===== config.mk =====
export PLATFORM = sky130hd
export DESIGN_NAME = shift_add_mul_ctrl
export DESIGN_NICKNAME = d
export VERILOG_FILES = /design/src/rtl/mul_pkg.sv /design/src/rtl/shift_add_mul_ctrl_adder.sv /design/src/rtl/shift_add_mul_ctrl.sv
export SDC_FILE = /design/constraint.sdc
export NUM_CORES = 1
export LEC_CHECK = 0
export CAP_MARGIN = 20
export CORE_MARGIN = 2
export CORE_UTILIZATION = 44
export CTS_CLUSTER_DIAMETER = 150
export DETAILED_ROUTE_END_ITERATION = 6
export PLACE_DENSITY = 0.77
export SETUP_SLACK_MARGIN = 0.5
export SLEW_MARGIN = 0
export SYNTH_ARGS = -nofsm -noshare
export SYNTH_HDL_FRONTEND = slang
export SYNTH_HIERARCHICAL = 1
export SYNTH_SLANG_ARGS = --single-unit

===== constraint.sdc =====
create_clock -name clk -period 22.6 [get_ports clk]
set_input_delay 3.39 -clock clk [delete_from_list [all_inputs] [get_ports clk]]
set_output_delay 3.39 -clock clk [all_outputs]
set_load 0.02 [all_outputs]

===== src/rtl/mul_pkg.sv =====
// rtl/mul_pkg.sv - shared types and helpers for the shift-add multiplier
package mul_pkg;

    typedef enum logic [1:0] {
        IDLE = 2'd0,
        RUN  = 2'd1,
        DONE = 2'd2
    } mul_state_t;

    // Counter width able to hold values 0..n.
    function automatic int clog2p1(input int n);
        return $clog2(n + 1);
    endfunction

endpackage


===== src/rtl/shift_add_mul_ctrl_adder.sv =====
// rtl/shift_add_mul_ctrl_adder.sv - structural WIDTH-bit ripple-carry adder
// Ports: i_a, i_b operands; o_sum sum; o_carry_out carry out of MSB;
//        o_overflow signed overflow (carry into MSB xor carry out).
module shift_add_mul_ctrl_adder #(
    parameter int WIDTH = 64
) (
    input  logic [WIDTH-1:0] i_a,
    input  logic [WIDTH-1:0] i_b,
    output logic [WIDTH-1:0] o_sum,
    output logic             o_carry_out,
    output logic             o_overflow
);

    logic [WIDTH:0] w_carry;

    assign w_carry[0] = 1'b0;

    for (genvar i = 0; i < WIDTH; i++) begin : g_fa
        logic w_p;
        assign w_p            = i_a[i] ^ i_b[i];
        assign o_sum[i]       = w_p ^ w_carry[i];
        assign w_carry[i + 1] = (i_a[i] & i_b[i]) | (w_p & w_carry[i]);
    end

    assign o_carry_out = w_carry[WIDTH];
    assign o_overflow  = w_carry[WIDTH] ^ w_carry[WIDTH - 1];

endmodule


===== src/rtl/shift_add_mul_ctrl.sv =====
// rtl/shift_add_mul_ctrl.sv - multi-cycle unsigned shift-and-add multiplier controller
// Ports: clk, reset_n (async active-low); start, multiplicand, multiplier in;
//        busy (in RUN), done (one-cycle result pulse), product_hi/product_lo out.
module shift_add_mul_ctrl
    import mul_pkg::*;
#(
    parameter int WIDTH = 64,
    parameter int CNT_W = clog2p1(WIDTH)
) (
    input  logic             clk,
    input  logic             reset_n,
    input  logic             start,
    input  logic [WIDTH-1:0] multiplicand,
    input  logic [WIDTH-1:0] multiplier,
    output logic             busy,
    output logic             done,
    output logic [WIDTH-1:0] product_hi,
    output logic [WIDTH-1:0] product_lo
);

    mul_state_t       r_state;
    mul_state_t       w_state_nxt;
    logic [WIDTH-1:0] r_mcand;
    logic [WIDTH-1:0] r_hi;
    logic [WIDTH-1:0] r_lo;
    logic [CNT_W-1:0] r_cnt;

    logic [WIDTH-1:0] w_addend;
    logic [WIDTH-1:0] w_sum;
    logic             w_carry_out;
    logic             w_last_iter;
    logic             w_accept;
    logic             w_adder_ovf_unused;

    // Only the LSB of the multiplier half decides whether A is added this step.
    assign w_addend    = r_lo[0] ? r_mcand : '0;
    assign w_last_iter = (r_cnt == CNT_W'(WIDTH - 1));
    assign w_accept    = start && (r_state == IDLE || r_state == DONE);

    shift_add_mul_ctrl_adder #(
        .WIDTH(WIDTH)
    ) u_adder (
        .i_a         (r_hi),
        .i_b         (w_addend),
        .o_sum       (w_sum),
        .o_carry_out (w_carry_out),
        .o_overflow  (w_adder_ovf_unused)
    );

    always_comb begin
        w_state_nxt = r_state;
        case (r_state)
            IDLE:    if (start) w_state_nxt = RUN;
            RUN:     if (w_last_iter) w_state_nxt = DONE;
            DONE:    w_state_nxt = start ? RUN : IDLE;
            default: w_state_nxt = IDLE;
        endcase
    end

    always_ff @(posedge clk or negedge reset_n) begin
        if (!reset_n) begin
            r_state <= IDLE;
            r_mcand <= '0;
            r_hi    <= '0;
            r_lo    <= '0;
            r_cnt   <= '0;
        end else begin
            r_state <= w_state_nxt;
            if (w_accept) begin
                r_mcand <= multiplicand;
                r_hi    <= '0;
                r_lo    <= multiplier;
                r_cnt   <= '0;
            end else if (r_state == RUN) begin
                // When nothing is added the sum equals hi and carry is 0, so
                // one shift covers both the add and no-add cases.
                {r_hi, r_lo} <= {w_carry_out, w_sum, r_lo[WIDTH-1:1]};
                r_cnt        <= r_cnt + CNT_W'(1);
            end
        end
    end

    assign busy       = (r_state == RUN);
    assign done       = (r_state == DONE);
    assign product_hi = r_hi;
    assign product_lo = r_lo;

endmodule


==> impl_results.rst <==
.. list-table::
   :header-rows: 1

   * - Metric
     - Value
   * - Finished Core Util
     - 0.616
   * - Standard cell core area
     - 0.0217 mm2
   * - Number of detailed-route iterations in the first pass
     - 5
   * - Arrival time of the worst setup path
     - 23.55 ns
   * - Number of placed cells counting well taps
     - 1421
   * - Final slew viol count
     - 0
   * - Die span in x
     - 152 um
   * - Via total after detailed routing
     - 7603
   * - Tcrit/Tclk final
     - 1.02
   * - Post-synthesis cell area
     - 0.00969 mm2
   * - Drt total wl
     - 25200 um
   * - Cell type with the highest occurrence count on the critical path
     - fa_2
   * - Synthesis-to-layout area growth
     - 37.8%
   * - Final setup vio count
     - 3
   * - Leading cell types in the layout, fill and taps excluded
     - nand2_1 (316), clkdlybuf4s50_1 (259), dfrtp_1 (200)
   * - Fmax
     - 0.0433 GHz
   * - CTS Buf Count
     - 23
   * - Startpoint-to-endpoint class of the critical path
     - flop to flop
   * - Violated checks
     - negative setup slack
   * - Final critical-path setup slack
     - -0.513 ns
   * - Most frequent standard cell in the layout excluding fill and tap cells
     - nand2_1
   * - Setup Slack @ Placement
     - -0.450 ns
   * - Clock transition at the registers of the reported paths
     - 0.06 ns
   * - Endpoint required time on the critical path
     - 23.04 ns
   * - Critical Path Source Type
     - flop
   * - Top layer reached by signal wires
     - met5
   * - Y dimension of the die
     - 152 um
   * - WL met3
     - 1820 um
   * - Initial antenna violation count
     - 2
   * - Worst hold path class
     - flop to flop
   * - WL met1
     - 10600 um
   * - Full die area
     - 0.0232 mm2
   * - Met2 wirelength from detailed routing
     - 12100 um
   * - Number of H-tree levels
     - 1
   * - # Max-Cap Violations
     - 0
   * - Status
     - finished, violations left
   * - Clock insertion delay at the later pin of the skew report
     - 0.50 ns
   * - Slowest-stage cell, CP
     - dfrtp_2
   * - Number of global-route vias before repair
     - 8053
   * - DRC errors left
     - 0
   * - Mean cell area of the mapped netlist
     - 10.4 um2
   * - Site Rows
     - 54
   * - Layout Skew
     - 0.00826 ns
   * - Sinks on Clock Net
     - 201
   * - Count of input and output buffers
     - 260
   * - Setup repair after global routing missed its margin
     - yes
   * - Critical path peak fanout
     - 4
   * - NumNets Final
     - 1363
   * - Warnings, synthesis
     - 6
   * - Gate count after technology mapping
     - 936
   * - Detail-routed net length per standard cell
     - 17.2 um
   * - Global route total overflow
     - 0
   * - TritonCTS clock tree
     - done
   * - Worst-case vdd ir drop
     - 0.0760 mV
   * - Leak
     - 5.90 nW
   * - Post-layout minimum cycle time
     - 23.11 ns
   * - Number of routed nets with antenna violations
     - 0
   * - Final-report hold violation count
     - 0
   * - Total GRT Usage
     - 0.218
   * - Worst-case clock buffer depth
     - 3
   * - Transition time at the pin with the least slew margin
     - 0.896 ns
   * - Net Count, Synth
     - 1132
   * - Slew margin rel.
     - 0.403
   * - Number of cells in the finished layout apart from fillers
     - 1465
   * - Top-Level Pins
     - 261
   * - Iteration-0 DRC Markers
     - 349
   * - Crit. End Element
     - flop
   * - Share of final-layout standard cells stronger than drive strength 1
     - 0.102
   * - WHS
     - 0.464 ns
   * - Via count normalized by instance count
     - 5.19
   * - Areal power density over the cells
     - 122 mW/mm2
   * - First-pass GRT wire length
     - 41500 um
   * - Critical Path Max Stage Delay
     - 0.42 ns
   * - Final Wtd Congestion
     - 0.781
   * - CTS Root Cell
     - clkbuf_16
   * - Initial Util
     - 0.447
   * - Pin count of the biggest net entering global routing
     - 119
   * - DP HPWL
     - 16900 um
[state kept, by name (all words and copies together), names as in the netlist]
register,cells
product_hi,64
product_lo,64
r_mcand,64
r_cnt,7
r_state,2
[routing by layer]
layer  vias to the layer above  global-route usage
li1                       3536                   -
met1                      3759               0.285
met2                       259               0.365
met3                        47              0.0535
met4                         2              0.0604
met5                         -                   0
[what timing repair did]
item,CTS,global route
hold buffers,0,0
pin swaps,0,0
setup endpoints to repair,4,6
buffers inserted,0,0
gates resized for setup,2,0
[critical path: cells and delay by family, from the launching register on]
kind	cells	cell delay, ns
compound gates	1	0.12
simple gates	1	0.15
fa+ha+maj	64	22.25
flops	1	0.42
buf+inv	2	0.12
[worst paths after layout]
path,to,slack [ns],depth (start not counted),startpoint
worst max-delay path,product_hi[62],-0.51,68,product_lo[0]
worst min-delay path,r_mcand[47],0.46,2,r_mcand[47]
worst max register to register,product_hi[62],-0.51,68,product_lo[0]
worst min register to register,r_mcand[47],0.46,2,r_mcand[47]
max in group asynchronous,product_lo[46],18.41,2,reset_n
min in group asynchronous,r_mcand[8],2.90,1,reset_n
[cell type report]
cell class,count,area (um2)
Inverter,6,25.0
Sequential cell,201,5030
Clock inverter,5,82.6
Tap cell,280,350
Antenna cell,1,2.50
Fill cell,1743,8330
Clock buffer,37,708
Multi-Input combinational cell,663,4450
Timing Repair Buffer,272,2710
[metrics by stage]
step	TNS [ns]	power [mW]	cell area (um2)
2_1_floorplan	-0.0183	0.922	9870
3_3_place_gp	-0.364	1.22	12500
3_5_place_dp	-0.907	1.25	12500
4_1_cts	-0.964	1.64	13300
5_1_grt	-2.55	1.72	13400
6_report	-1.10	1.63	13400
[report_power, final]
part | internal, mW | leakage, nW | switching, mW
Combinational | 0.357 | 3.09 | 0.299
Sequential | 0.471 | 2.42 | 0.118
Clock | 0.237 | 0.389 | 0.145
Power figures use the tool's default switching activity.
